**config.mk**
```make
export PLATFORM = sky130hd
export DESIGN_NAME = spi_slave_rx
export DESIGN_NICKNAME = d
export VERILOG_FILES = /design/src/rtl/spi_slave_rx.sv
export SDC_FILE = /design/constraint.sdc
export NUM_CORES = 1
export LEC_CHECK = 0
export BUFFER_PORTS_ARGS = -buffer_cell sky130_fd_sc_hd__buf_2
export CAP_MARGIN = 20
export CORE_UTILIZATION = 56
export DETAILED_ROUTE_END_ITERATION = 6
export GPL_ROUTABILITY_DRIVEN = 0
export GPL_TIMING_DRIVEN = 0
export PLACE_DENSITY = 0.75
export SYNTH_ARGS = -nofsm -noshare
export SYNTH_HDL_FRONTEND = slang
export SYNTH_SLANG_ARGS = --single-unit
```
**constraint.sdc**
```tcl
create_clock -name CLK -period 1.7 [get_ports CLK]
set_input_delay 0.255 -clock CLK [delete_from_list [all_inputs] [get_ports CLK]]
set_output_delay 0.255 -clock CLK [all_outputs]
set_load 0.005 [all_outputs]
```
**src/rtl/spi_slave_rx.sv**
```systemverilog
// SPI mode-0 slave receiver with MISO return path and a receive store.
// Define SPI_SLAVE_RX_FIFO_EN for a 4-entry FIFO store; otherwise a single holding register.
module spi_slave_rx #(
  parameter int SYNC_STAGES = 2
) (
  input  logic       CLK,
  input  logic       RST,
  input  logic       nCS,
  input  logic       SCK,
  input  logic       MOSI,
  output logic       MISO,
  output logic [7:0] rx_data,
  output logic       rx_valid,
  input  logic       rx_ready,
  input  logic [7:0] tx_data,
  input  logic       tx_load,
  output logic       overrun,
  output logic       busy
);

  typedef enum logic {IDLE, SHIFT} state_t;

  state_t state, state_next;

  logic [SYNC_STAGES-1:0] cs_sync, sck_sync, mosi_sync;
  logic                   cs_fall, cs_rise, sck_rise, sck_fall;
  logic [1:0]             fill_cnt;
  logic                   armed;
  logic                   start;
  logic [2:0]             bit_cnt;
  logic [7:0]             rx_shift, tx_shift, tx_hold, push_byte;
  logic                   push_req, reload;
  logic                   pop, full, accept;

  always_ff @(posedge CLK) begin
    if (RST) begin
      cs_sync   <= '1;
      sck_sync  <= '0;
      mosi_sync <= '0;
    end else begin
      cs_sync   <= {cs_sync[SYNC_STAGES-2:0], nCS};
      sck_sync  <= {sck_sync[SYNC_STAGES-2:0], SCK};
      mosi_sync <= {mosi_sync[SYNC_STAGES-2:0], MOSI};
    end
  end

  assign cs_fall  =  cs_sync[SYNC_STAGES-1]  & ~cs_sync[SYNC_STAGES-2];
  assign cs_rise  = ~cs_sync[SYNC_STAGES-1]  &  cs_sync[SYNC_STAGES-2];
  assign sck_rise = ~sck_sync[SYNC_STAGES-1] &  sck_sync[SYNC_STAGES-2];
  assign sck_fall =  sck_sync[SYNC_STAGES-1] & ~sck_sync[SYNC_STAGES-2];

  // After reset the synchronizer reads nCS=1 regardless of the pin, so a frame
  // may only start once the real pin level has been seen high.
  always_ff @(posedge CLK) begin
    if (RST) begin
      fill_cnt <= '0;
      armed    <= 1'b0;
    end else if (fill_cnt != 2'(SYNC_STAGES)) begin
      fill_cnt <= fill_cnt + 2'd1;
    end else if (cs_sync[SYNC_STAGES-1]) begin
      armed <= 1'b1;
    end
  end

  always_ff @(posedge CLK) begin
    if (RST) state <= IDLE;
    else     state <= state_next;
  end

  always_comb begin
    state_next = state;
    start      = 1'b0;
    case (state)
      IDLE: begin
        if (cs_fall && armed) begin
          state_next = SHIFT;
          start      = 1'b1;
        end
      end
      SHIFT: begin
        if (cs_rise) state_next = IDLE;
      end
      default: state_next = IDLE;
    endcase
  end

  assign busy = (state == SHIFT);

  always_ff @(posedge CLK) begin
    if (RST) begin
      bit_cnt   <= '0;
      rx_shift  <= '0;
      tx_shift  <= '0;
      tx_hold   <= '0;
      push_byte <= '0;
      push_req  <= 1'b0;
      reload    <= 1'b0;
      MISO      <= 1'b0;
    end else begin
      push_req <= 1'b0;
      if (tx_load) tx_hold <= tx_data;
      if (start) begin
        bit_cnt  <= '0;
        tx_shift <= tx_hold;
        MISO     <= tx_hold[7];
        reload   <= 1'b0;
      end else if (state == SHIFT && !cs_rise) begin
        if (sck_rise) begin
          rx_shift <= {rx_shift[6:0], mosi_sync[SYNC_STAGES-1]};
          bit_cnt  <= bit_cnt + 3'd1;
          if (bit_cnt == 3'd7) begin
            push_req  <= 1'b1;
            push_byte <= {rx_shift[6:0], mosi_sync[SYNC_STAGES-1]};
            reload    <= 1'b1;
          end
        end else if (sck_fall) begin
          // The byte boundary fall picks up whatever the holding register has now.
          if (reload) begin
            tx_shift <= tx_hold;
            MISO     <= tx_hold[7];
            reload   <= 1'b0;
          end else begin
            tx_shift <= {tx_shift[6:0], 1'b0};
            MISO     <= tx_shift[6];
          end
        end
      end
    end
  end

  assign pop    = rx_valid && rx_ready;
  assign accept = push_req && (!full || pop);

`ifdef SPI_SLAVE_RX_FIFO_EN
  logic [7:0] mem [4];
  logic [1:0] wr_ptr, rd_ptr;
  logic [2:0] count;

  assign full     = (count == 3'd4);
  assign rx_valid = (count != 3'd0);
  assign rx_data  = mem[rd_ptr];

  always_ff @(posedge CLK) begin
    if (RST) begin
      for (int i = 0; i < 4; i++) mem[i] <= '0;
      wr_ptr  <= '0;
      rd_ptr  <= '0;
      count   <= '0;
      overrun <= 1'b0;
    end else begin
      if (accept) begin
        mem[wr_ptr] <= push_byte;
        wr_ptr      <= wr_ptr + 2'd1;
      end
      if (pop) rd_ptr <= rd_ptr + 2'd1;
      if (accept && !pop)      count <= count + 3'd1;
      else if (!accept && pop) count <= count - 3'd1;
      if (push_req && !accept) overrun <= 1'b1;
    end
  end
`else
  assign full = rx_valid;

  always_ff @(posedge CLK) begin
    if (RST) begin
      rx_data  <= '0;
      rx_valid <= 1'b0;
      overrun  <= 1'b0;
    end else begin
      if (accept) begin
        rx_data  <= push_byte;
        rx_valid <= 1'b1;
      end else if (pop) begin
        rx_valid <= 1'b0;
      end
      if (push_req && !accept) overrun <= 1'b1;
    end
  end
`endif

endmodule

```
== Word level (Yosys, flattened, before mapping) ==
Index checks and enable logic that the tools add are counted.

* Add/subtract/negate cells: 2
* Equal/unequal tests: 4
* Multiplexer cells: 20
* Bitwise operators: 13
* Reductions and logical operators: 21

{| class="wikitable"
|+ Operator list
! operator !! number
|-
| 7-bit two-way mux || 5
|-
| 1-bit two-way mux || 14
|-
| 1-bit NOT || 9
|-
| 3-bit AND reduction || 3
|-
| 2-bit nonzero test || 4
|-
| 1-bit logical AND || 5
|-
| 1-bit AND || 4
|-
| 2-bit by 1-bit != test with 1-bit output, second input constant || 2
|-
| 2-bit AND reduction || 2
|-
| 4-bit AND reduction || 1
|-
| 4-bit OR reduction || 1
|-
| 3-bit by 1-bit adder with 3-bit output, second input constant || 1
|-
| 3-bit == test, second input constant || 1
|-
| 1-bit logical NOT || 3
|-
| 2-bit by 1-bit adder with 2-bit output, second input constant || 1
|-
| 2-bit != test, second input constant || 1
|-
| 1-bit case mux with 2 select lines || 1
|-
| 2-bit OR reduction || 1
|-
| 1-bit logical OR || 1
|}

* Register bits: 56

== Depth between registers and ports, before layout ==
Gate-level depths: netlist (run 1).

* Depth in word-level cells: 7
* Depth in mapped cells: 6
* Mapped depth without buffers: 5

== Least setup slack after synthesis (run 1) ==
Ideal clock, no wire load.

* Kind: reg-to-reg
* Start point: register state, in the netlist busy
* End point: register tx_shift[1]
* Library setup time: 141 ps
* Arrival: 1353 ps
* Slack: 206 ps
* Stages on the path, launching flop included: 6
* Buffers on the path: 1
* Clock period less this slack: 1494 ps
* Cells stage by stage: dfxtp_1 > and4bb_4 > or2_2 > buf_6 > a21oi_1 > a221oi_1

* Longest elaborated chain between the ends: 3
* Elaborated cells on any way between the ends: 7

{| class="wikitable"
|+ Ends and longest elaborated chain
! element !! RTL line !! RTL
|-
| start, declared || 23 || <nowiki>state_t state, state_next;</nowiki>
|-
| start signal, assigned || 67 || <nowiki>else state <= state_next;</nowiki>
|-
| 1-bit two-way mux or 1-bit logical AND (tied branches) || 73, 107 ||
|-
| 2-bit by 1-bit != test with 1-bit output (no source line) or 2-bit nonzero test (tied branches) || - ||
|-
| 3-bit AND reduction (no source line) || - ||
|-
| end signal, assigned || 104 || <nowiki>tx_shift <= tx_hold;</nowiki>
|-
| end signal, assigned || 119 || <nowiki>tx_shift <= tx_hold;</nowiki>
|-
| end signal, assigned || 123 || <nowiki>tx_shift <= {tx_shift[6:0], 1'b0};</nowiki>
|-
| end, declared || 31 || <nowiki>logic [7:0] rx_shift, tx_shift, tx_hold, push_byte;</nowiki>
|}

Several ways; a longest one is shown, not always the timed one.
A chain may end at the register's enable or synchronous reset.

== Worst setup path in the final report (run 1) ==
* Start point: register state, in the netlist busy
* End point: register tx_shift[2]

Same word-level chain as after synthesis.

==> key figures, run 1 <==
Clocking
  • Clock latency on the worst-skew pair: 0.31 ns
  • Sink Count: 56
  • Clock Root Buffer: clkbuf_8
  • # resized after CTS: 0
  • Reg clk slew, reported paths: 0.09 ns
  • Maximum root-to-sink buffer count: 2
  • Post-CTS Setup Repair Bufs: 0
  • H-tree depth: 2
  • Post-CTS Hold Buffers: 0
  • TritonCTS clock tree: done
  • Total CTS buffers: 5

Drt
  • Initial DRC count: 62
  • WL/cell: 12.4 µm
  • Detailed Routing Iterations Pass 1: 5
  • Routed Antenna Nets: 0
  • DRC violations left: 0
  • Vias per cell: 5.17
  • WL final: 3.56 mm
  • Via Count: 1,478

Global routing
  • Largest net degree at the start of global routing: 17
  • First-pass GRT wire length: 5.92 mm
  • Grt total ovfl: 0
  • GRT Overall Usage: 0.192
  • Vias in the first global route: 1,329
  • Initial antenna violation count: 0

Finish
  • Multi-input logic area: 893 µm²
  • # fillers: 286
  • Register area: 0.00112 mm²
  • Ant. Diodes: 0
  • Proportion of layout cells with a drive suffix above 1: 0.196
  • Fin nets: 257
  • Synth-to-layout area growth: 13.6%
  • Finished Cell Area: 0.00239 mm²

Timing
  • Fin Clk Skew: 0.00515 ns
  • Crit path time final: 1.52 ns
  • Setup TNS: 0 ns
  • Relative slew slack: 0.609
  • Slew Limit Fails: 0
  • Peak Freq: 658 MHz
  • Hold Vio Cnt, Final: 0
  • Final setup viols: 0
  • Unrepaired setup endpoints after global routing: no
  • Slew at the pin with the worst max-slew slack: 0.586 ns
  • Final period utilization: 0.894

Pwr
  • Pwr dens: 1050 mW/mm²
  • Max IR drop VDD: 0.745 mV
  • LEAKAGE: 1.17 nW

Placement
  • Placed Instance Area: 0.00229 mm²
  • PortBufs: 24
  • HPWL after DPL: 2.56 mm

Synth
  • Mapped Cells: 208
  • Synthesized Nets: 226
  • Synth Warn #: 0
  • Avg Cell Area, Syn: 10.1 µm²
  • Yosys cell types: 29
  • #FFs+latches synth: 56
  • Sequential area share after synthesis: 0.532
  • Syn Std Cell Area: 0.00211 mm²

Worst setup path
  • Launching element type of the critical path: flip-flop
  • Critical path class: reg -> reg
  • Largest fanout on the critical path: 8
  • Arrival time at the worst endpoint: 1.69 ns
  • Required time of the critical path: 1.87 ns
  • Worst path bufs/invs: 1
  • Largest stage delay on the critical path: 0.41 ns
  • Worst path top cell family by delay: simple AND/OR/NAND/NOR gates
  • Critical path endpoint category: flip-flop
  • Critical path cell sequence: and4bb_4 > or2_2 > buf_6 > a21oi_1 > a221oi_1
  • Crit-path slowest cell: dfxtp_2

Floorplan
  • Num rows: 21
  • Io pins: 27
  • Die height: 63.4 µm
  • Die area: 0.00401 mm²
  • Die X: 63.4 µm
  • Core box area: 0.00347 mm²
  • Starting Density: 0.608

Job
  • Max cap viols: 0

Min path
  • Hold WC Path Type: in -> reg

Outcome
  • Status: complete, no violations
-- cells in the mapped netlist, drive strengths merged --
| cell | n | share of area |
|---|---|---|
| a21oi | 11 | 0.028 |
| a221oi | 6 | 0.028 |
| a311oi | 1 | 0.0071 |
| a31o | 1 | 0.0042 |
| a31oi | 1 | 0.010 |
| and4bb | 1 | 0.0077 |
| buf | 6 | 0.020 |
| clkbuf | 6 | 0.011 |
| dfxtp | 56 | 0.53 |
| ha | 3 | 0.018 |
| inv | 8 | 0.014 |
| mux2i | 33 | 0.16 |
| nand2 | 9 | 0.016 |
| nand2b | 2 | 0.0059 |
| nand3 | 2 | 0.0047 |
| nand3b | 1 | 0.0036 |
| nand4 | 1 | 0.0030 |
| nor2 | 41 | 0.074 |
| nor2b | 9 | 0.027 |
| nor3 | 3 | 0.0071 |
| o21ai | 1 | 0.0024 |
| or2 | 3 | 0.0089 |
| or2b | 1 | 0.0036 |
| xor2 | 2 | 0.0083 |
-- report_power, final --
group,total (W),internal [W],switching (W)
Combinational,0.000246,0.000111,0.000135
Sequential,0.00141,0.00138,0.0000379
Clock,0.000846,0.000437,0.000408
-- cells by family after synthesis --
kind of cell | count (synthesis) | share of synthesized area
adder cells (fa/ha/maj) | 3 | 0.0178
AND/OR/NAND/NOR | 73 | 0.161
XOR/XNOR | 2 | 0.00831
AO/OA/AOI/OAI | 21 | 0.0795
flip-flops | 56 | 0.532
multiplexers | 33 | 0.157
buffers and inverters | 20 | 0.0445
-- cells in the final DEF (no fill, tap or decap), types with 2 or more instances in the layout --
| cell type | count |
|---|---|
| a221oi_1 | 5 |
| ha_1 | 3 |
| nand2b_1 | 2 |
| nor2b_1 | 9 |
| inv_1 | 8 |
| or2_2 | 3 |
| dfxtp_1 | 55 |
| mux2i_1 | 33 |
| xor2_1 | 2 |
| buf_6 | 2 |
| nand2_1 | 9 |
| nor2_1 | 40 |
| a21oi_1 | 10 |
| clkbuf_8 | 5 |
| nand3_1 | 2 |
| nor3_1 | 3 |
| clkbuf_1 | 7 |
| buf_2 | 27 |
-- path summary, 6_finish.rpt --
kind / start / end / slack [ns] / cells after the start
worst max-delay path: busy / tx_shift[2] / 0.18 / 5
worst min register to register: mosi_sync[0] / mosi_sync[1] / 0.46 / 1
worst max register to register: busy / tx_shift[2] / 0.18 / 5
worst min-delay path: nCS / cs_sync[0] / 0.12 / 2
-- routing by layer --
layer	routed length (µm)	track usage
met2	1710	0.322
met5	0	0
met1	1680	0.237
met4	37	0.0511
met3	134	0.0598
-- stage by stage --
| stage | util | setup slack [ns] | std cells | hold slack (ns) | power, W |
|---|---|---|---|---|---|
| 2_1_floorplan | - | 0.206 | 208 | 0.359 | 0.00162 |
| 3_3_place_gp | 0.659 | 0.127 | 278 | 0.434 | 0.00167 |
| 3_5_place_dp | 0.659 | 0.0878 | 278 | 0.438 | 0.00169 |
| 4_1_cts | 0.690 | 0.0760 | 286 | 0.119 | 0.00252 |
| 5_1_grt | 0.690 | 0.0955 | 286 | 0.129 | 0.00260 |
| 6_report | 0.690 | 0.180 | 286 | 0.122 | 0.00250 |
-- final cells by class --
| cell class | count | area share |
|---|---|---|
| well taps | 46 | 0.0240 |
| flip-flops and latches | 56 | 0.469 |
| plain buffers | 12 | 0.0266 |
| clock inverters | 2 | 0.0146 |
| repair buffers | 24 | 0.0502 |
| clock buffers | 6 | 0.0303 |
| inverters | 8 | 0.0125 |
| multi-input cells | 132 | 0.373 |
-- registers in the layout, indices dropped and copies added, names as in the netlist, 3 cells and up --
name and count:
push_byte 8, rx_data 8, rx_shift 7, tx_shift 7, bit_cnt 3, tx_hold 8
No activity file was read; power rests on OpenSTA's default activity.
==> run 2, diff against run 1 <==
==> constraint.sdc (replaced) <==
create_clock -name CLK -period 1.4 [get_ports CLK]
set_input_delay 0.21 -clock CLK [delete_from_list [all_inputs] [get_ports CLK]]
set_output_delay 0.21 -clock CLK [all_outputs]
set_load 0.005 [all_outputs]
==> run 2 against run 1 <==
Compared with the run above: critical path type unchanged; die area unchanged; highest routed layer unchanged; utilization grew 5.3 points; routed wire length up 9.1%; critical endpoint is now tx_shift[5]; sequential cell count unchanged; combinational power is 42% higher.
==> key figures, run 2 (synthesis gave the netlist of run 1 again) <==
Worst setup path
  • Launching element type of the critical path: flip-flop
  • Reg2Reg Depth: 5 (unchanged)
  • Arrival time at the worst endpoint: 1.60 ns (-0.09 ns)
  • Critical path endpoint category: flip-flop
  • Flop2flop setup slack: 0.02 ns (-0.16 ns)
  • Required time of the critical path: 1.62 ns (-0.25 ns)
  • Reg-to-Reg Start: busy
  • RR Endpoint: tx_shift[5]
  • Largest fanout on the critical path: 8 (unchanged)
  • Critical path class: reg -> reg

Pwr
  • Pwr dens: 1210 mW/mm² (+16%)
  • LEAKAGE: 1.21 nW (+4.0%)
  • Max IR drop VDD: 0.845 mV (+13%)

Clocking
  • H-tree depth: 2 (unchanged)
  • Post-CTS Hold Buffers: 0 (unchanged)
  • Maximum root-to-sink buffer count: 2 (unchanged)
  • Sink Count: 56 (unchanged)
  • TritonCTS clock tree: done
  • Total CTS buffers: 5 (unchanged)
  • Clock latency on the worst-skew pair: 0.31 ns (about the same)
  • Clock Root Buffer: clkbuf_8
  • Reg clk slew, reported paths: 0.10 ns (about the same)

Timing
  • Relative slew slack: 0.585 (-0.0241)
  • Fin Clk Skew: 0.00652 ns (+0.00137 ns)
  • Final period utilization: 0.984 (+0.0898)
  • Crit path time final: 1.38 ns (-0.143 ns)
  • Setup TNS: 0 ns (unchanged)
  • Slew at the pin with the worst max-slew slack: 0.622 ns (+0.0362 ns)
  • Peak Freq: 726 MHz (+10%)
  • Final setup viols: 0 (unchanged)
  • Slew Limit Fails: 0 (unchanged)
  • Fin Hold WS: 0.0844 ns (-0.0374 ns)
  • Hold Vio Cnt, Final: 0 (unchanged)
  • Unrepaired setup endpoints after global routing: yes

Drt
  • Via Count: 1,531 (+3.6%)
  • Vias per cell: 5.21 (+0.77%)
  • Detailed Routing Iterations Pass 1: 4 (-1)
  • DRC violations left: 0 (unchanged)
  • Routed Antenna Nets: 0 (unchanged)
  • Initial DRC count: 77 (+24%)
  • WL final: 3.88 mm (+9.1%)
  • WL/cell: 13.2 µm (+6.1%)

Global routing
  • First-pass GRT wire length: 6.56 mm (+11%)
  • Largest net degree at the start of global routing: 19 (+2)
  • Vias in the first global route: 1,492 (+12%)
  • Initial antenna violation count: 0 (unchanged)
  • GRT Overall Usage: 0.210 (+0.0176)
  • Grt total ovfl: 0 (unchanged)

Floorplan
  • Io pins: 27 (unchanged)
  • Num rows: 21 (unchanged)
  • Die X: 63.4 µm (unchanged)
  • Die area: 0.00401 mm² (unchanged)
  • Die height: 63.4 µm (unchanged)
  • Core box area: 0.00347 mm² (unchanged)
  • Starting Density: 0.608 (unchanged)

Finish
  • Finished Cell Area: 0.00258 mm² (+7.6%)
  • Commonest non-fill, non-tap cell in the layout: dfxtp_1
  • Most frequent cells in the layout: dfxtp_1 (52), nor2_1 (39), mux2i_1 (33), buf_2 (24)
  • Proportion of layout cells with a drive suffix above 1: 0.286 (+0.0905)
  • Fin nets: 265 (+3.1%)
  • Ant. Diodes: 0 (unchanged)
  • Synth-to-layout area growth: 22.3%
  • Biggest regs: push_byte (8), rx_data (8), tx_hold (8)

Min path
  • Worst Hold End: cs_sync[0]
  • Hold WC Path Type: in -> reg
  • Hold depth: 2 (unchanged)
  • Hold path startpoint: nCS

Placement
  • PortBufs: 24 (unchanged)
  • Placed Instance Area: 0.00229 mm² (+0.16%)
  • HPWL after DPL: 2.61 mm (+2.0%)

Outcome
  • Status: complete, no violations

Job
  • Max cap viols: 0 (unchanged)
==> run 2: cell type report <==
type / count / area (µm²)
inverters: 8 / 30.0
plain buffers: 12 / 78.8
clock inverters: 3 / 46.3
repair buffers: 32 / 196
well taps: 46 / 57.6
clock buffers: 5 / 68.8
multi-input cells: 132 / 971
fillers: 251 / 891
flip-flops and latches: 56 / 1130
==> run 2: worst max path at each step <==
stage                          start     endpoint  slack [ns]  cells after the start
after floorplan                 busy  tx_shift[1]        0.02                      5
after global placement    bit_cnt[0]       reload       -0.06                      6
after detailed placement  bit_cnt[0]       reload       -0.11                      6
after CTS                 cs_sync[0]  tx_shift[1]       0.002                      5
after global routing            busy         MISO       -0.04                      5
final                           busy  tx_shift[5]        0.02                      5
==> run 2: layer usage <==
metal	share of wire	track usage	up-vias
li1	-	-	775
met4	0.013	0.0795	0
met3	0.027	0.0399	5
met5	0	0	-
met1	0.47	0.259	726
met2	0.49	0.359	25
==> run 2: what timing repair did <==
action,CTS,global route
endpoints found under the hold margin,0,0
endpoints found under the setup margin,18,22
gates cloned,1,0
resized for setup,8,19
pin swaps,2,9
buffers inserted,6,1
==> run 2: where the power goes <==
| part | leakage, nW | internal (W) | switching [W] |
|---|---|---|---|
| Clock | 0.0548 | 0.000539 | 0.000518 |
| Sequential | 0.456 | 0.00167 | 0.0000487 |
| Combinational | 0.702 | 0.000161 | 0.000188 |
| Total | 1.21 | 0.00237 | 0.000755 |
==> run 2: per-stage QoR <==
step,setup slack (ns),cells,total power [W],utilization
floorplan,0.0164,208,0.00197,-
global placement,-0.0596,278,0.00203,0.660
detailed placement,-0.110,278,0.00205,0.660
CTS,0.00207,293,0.00312,0.718
global route,-0.0416,294,0.00325,0.743
finish,0.0223,294,0.00312,0.743
==> run 2: critical path, stage by stage, from the launching register on <==
cell,delay [ns]
dfxtp_4,0.35
and4bb_4,0.38
or2_4,0.14
buf_8,0.13
a21oi_2,0.06
a221oi_1,0.23
==> run 3, diff against run 2 <==
--- a/config.mk
+++ b/config.mk
@@ -5,6 +5,7 @@
 export SDC_FILE = /design/constraint.sdc
 export NUM_CORES = 1
 export LEC_CHECK = 0
+export ABC_CLOCK_PERIOD_IN_PS = 1400
 export BUFFER_PORTS_ARGS = -buffer_cell sky130_fd_sc_hd__buf_2
 export CAP_MARGIN = 20
 export CORE_UTILIZATION = 56
@@ -12,6 +13,7 @@
 export GPL_ROUTABILITY_DRIVEN = 0
 export GPL_TIMING_DRIVEN = 0
 export PLACE_DENSITY = 0.75
+export RECOVER_POWER = 50
 export SYNTH_ARGS = -nofsm -noshare
 export SYNTH_HDL_FRONTEND = slang
 export SYNTH_SLANG_ARGS = --single-unit
==> run 3 against run 2 <==
Compared with the run above: design area fell by 0.19%; critical path depth is the same; global-route usage unchanged; clock skew about the same; worst setup slack is essentially flat; highest routed layer unchanged; cell count unchanged; die area did not move; maximum frequency about the same.
==> key figures, run 3 (synthesis gave the netlist of run 1 again) <==
Outcome
  • Status: complete, no violations

Job
  • Max cap viols: 0 (unchanged)

Floorplan
  • Die height: 63.4 µm (unchanged)
  • Io pins: 27 (unchanged)
  • Core box area: 0.00347 mm² (unchanged)
  • Die X: 63.4 µm (unchanged)
  • Die area: 0.00401 mm² (unchanged)
  • Num rows: 21 (unchanged)
  • Starting Density: 0.608 (unchanged)

Timing
  • Fin Clk Skew: 0.00651 ns (-0.00000661 ns)
  • Final period utilization: 0.984 (about the same)
  • Final worst setup slack: 0.0223 ns (+0.0000327 ns)
  • Slew Limit Fails: 0 (unchanged)
  • Setup TNS: 0 ns (unchanged)
  • Hold Vio Cnt, Final: 0 (unchanged)
  • Slew at the pin with the worst max-slew slack: 0.622 ns (-0.0000182 ns)
  • Relative slew slack: 0.585 (about the same)
  • Final setup viols: 0 (unchanged)
  • Unrepaired setup endpoints after global routing: yes
  • Peak Freq: 726 MHz (about the same)
  • Crit path time final: 1.38 ns (-0.0000327 ns)

Worst setup path
  • Worst path top cell family by delay: simple AND/OR/NAND/NOR gates
  • Largest fanout on the critical path: 8 (unchanged)
  • Worst path bufs/invs: 1 (unchanged)
  • Crit-path slowest cell: and4bb_4
  • Launching element type of the critical path: flip-flop
  • Largest stage delay on the critical path: 0.38 ns (about the same)
  • Arrival time at the worst endpoint: 1.60 ns (about the same)
  • Required time of the critical path: 1.62 ns (about the same)
  • Critical path class: reg -> reg
  • Flop2flop setup slack: 0.02 ns (about the same)
  • Critical path cell sequence: and4bb_4 > or2_4 > buf_8 > a21oi_2 > a221oi_1
  • Critical path endpoint category: flip-flop

Clocking
  • Maximum root-to-sink buffer count: 2 (unchanged)
  • Clock Root Buffer: clkbuf_8
  • Reg clk slew, reported paths: 0.10 ns (about the same)
  • H-tree depth: 2 (unchanged)
  • TritonCTS clock tree: done
  • Clock latency on the worst-skew pair: 0.31 ns (about the same)
  • Sink Count: 56 (unchanged)
  • Total CTS buffers: 5 (unchanged)

Global routing
  • M3 GR Usage: 0.0399 (unchanged)
  • Grt total ovfl: 0 (unchanged)
  • Largest net degree at the start of global routing: 19 (unchanged)
  • GRT Overall Usage: 0.210 (unchanged)
  • Vias in the first global route: 1,492 (unchanged)
  • M1 GR Usage: 0.259 (unchanged)
  • First-pass GRT wire length: 6.56 mm (unchanged)
  • Initial antenna violation count: 0 (unchanged)
  • Met2 usage: 0.359 (unchanged)
  • Gr busiest metal: met2

Drt
  • Detailed Routing Iterations Pass 1: 4 (unchanged)
  • WL/cell: 13.2 µm (+0.15%)
  • DRC violations left: 0 (unchanged)
  • Via Count: 1,531 (unchanged)
  • WL final: 3.89 mm (+0.15%)
  • Routed Antenna Nets: 0 (unchanged)
  • Vias per cell: 5.21 (unchanged)
  • Initial DRC count: 76 (-1.3%)

Placement
  • PortBufs: 24 (unchanged)
  • HPWL after DPL: 2.61 mm (unchanged)
  • Dpl ws: -0.110 ns (unchanged)
  • Placed Instance Area: 0.00229 mm² (unchanged)

Min path
  • Hold WC Path Type: in -> reg

Pwr
  • Pwr dens: 1210 mW/mm² (+0.21%)
  • Total power: 0.00313 W (about the same)
  • LEAKAGE: 1.20 nW (-1.1%)
  • Max IR drop VDD: 0.845 mV (about the same)

Finish
  • Commonest non-fill, non-tap cell in the layout: dfxtp_1
  • Synth-to-layout area growth: 22.0%
  • Finished Cell Area: 0.00257 mm² (-0.19%)
  • Final Util: 0.742 (-0.00144)
  • Most frequent cells in the layout: dfxtp_1 (53), nor2_1 (39), mux2i_1 (33), buf_2 (21), clkbuf_1 (10)
  • Fin nets: 265 (unchanged)
  • Ant. Diodes: 0 (unchanged)
  • Biggest regs: push_byte (8), rx_data (8), tx_hold (8)
  • Proportion of layout cells with a drive suffix above 1: 0.270 (-0.0161)
-- run 3: path summary, 6_finish.rpt --
path / to / cells after the start / from
worst max-delay path: tx_shift[5] / 5 / busy
worst min-delay path: cs_sync[0] / 2 / nCS
worst max register to register: tx_shift[5] / 5 / busy
worst min register to register: mosi_sync[1] / 1 / mosi_sync[0]
-- run 3: report_power, final --
part	leakage, nW	total (W)	internal, W	switching, W
combinational	0.689	0.000349	0.000161	0.000188
clock	0.0548	0.00106	0.000539	0.000519
sequential	0.457	0.00172	0.00167	0.0000487
-- run 3: through the flow --
stage | hold slack, ns | cells
floorplan | 0.314 | 208
global placement | 0.396 | 278
detailed placement | 0.399 | 278
CTS | 0.0790 | 293
global route | 0.0810 | 294
finish | 0.0846 | 294
-- run 3: layout make-up --
cell class / instances / area, µm²
well taps: 46 / 57.6
flip-flops and latches: 56 / 1130
multi-input cells: 132 / 971
clock inverters: 3 / 46.3
repair buffers: 32 / 193
inverters: 8 / 30.0
plain buffers: 12 / 78.8
fillers: 253 / 896
clock buffers: 5 / 68.8
-- run 3: worst register-to-register path: cells and delay by family (launching register included) --
| family | cells | cell delay (ns) |
|---|---|---|
| flops | 1 | 0.35 |
| simple gates | 2 | 0.52 |
| compound gates | 2 | 0.29 |
| buf+inv | 1 | 0.13 |
-- run 3: what timing repair did --
item                                    in CTS  in global routing
setup buffers                                6                  1
gates resized for setup                      8                 19
hold endpoints to repair                     0                  0
gates cloned                                 1                  0
pin swaps                                    2                  9
hold buffers                                 0                  0
endpoints found under the setup margin      18                 22
-- run 3: metal layers --
layer,vias up,share of wire
met5,-,0
met4,0,0.013
met3,5,0.027
met2,25,0.49
met1,726,0.47
li1,775,-
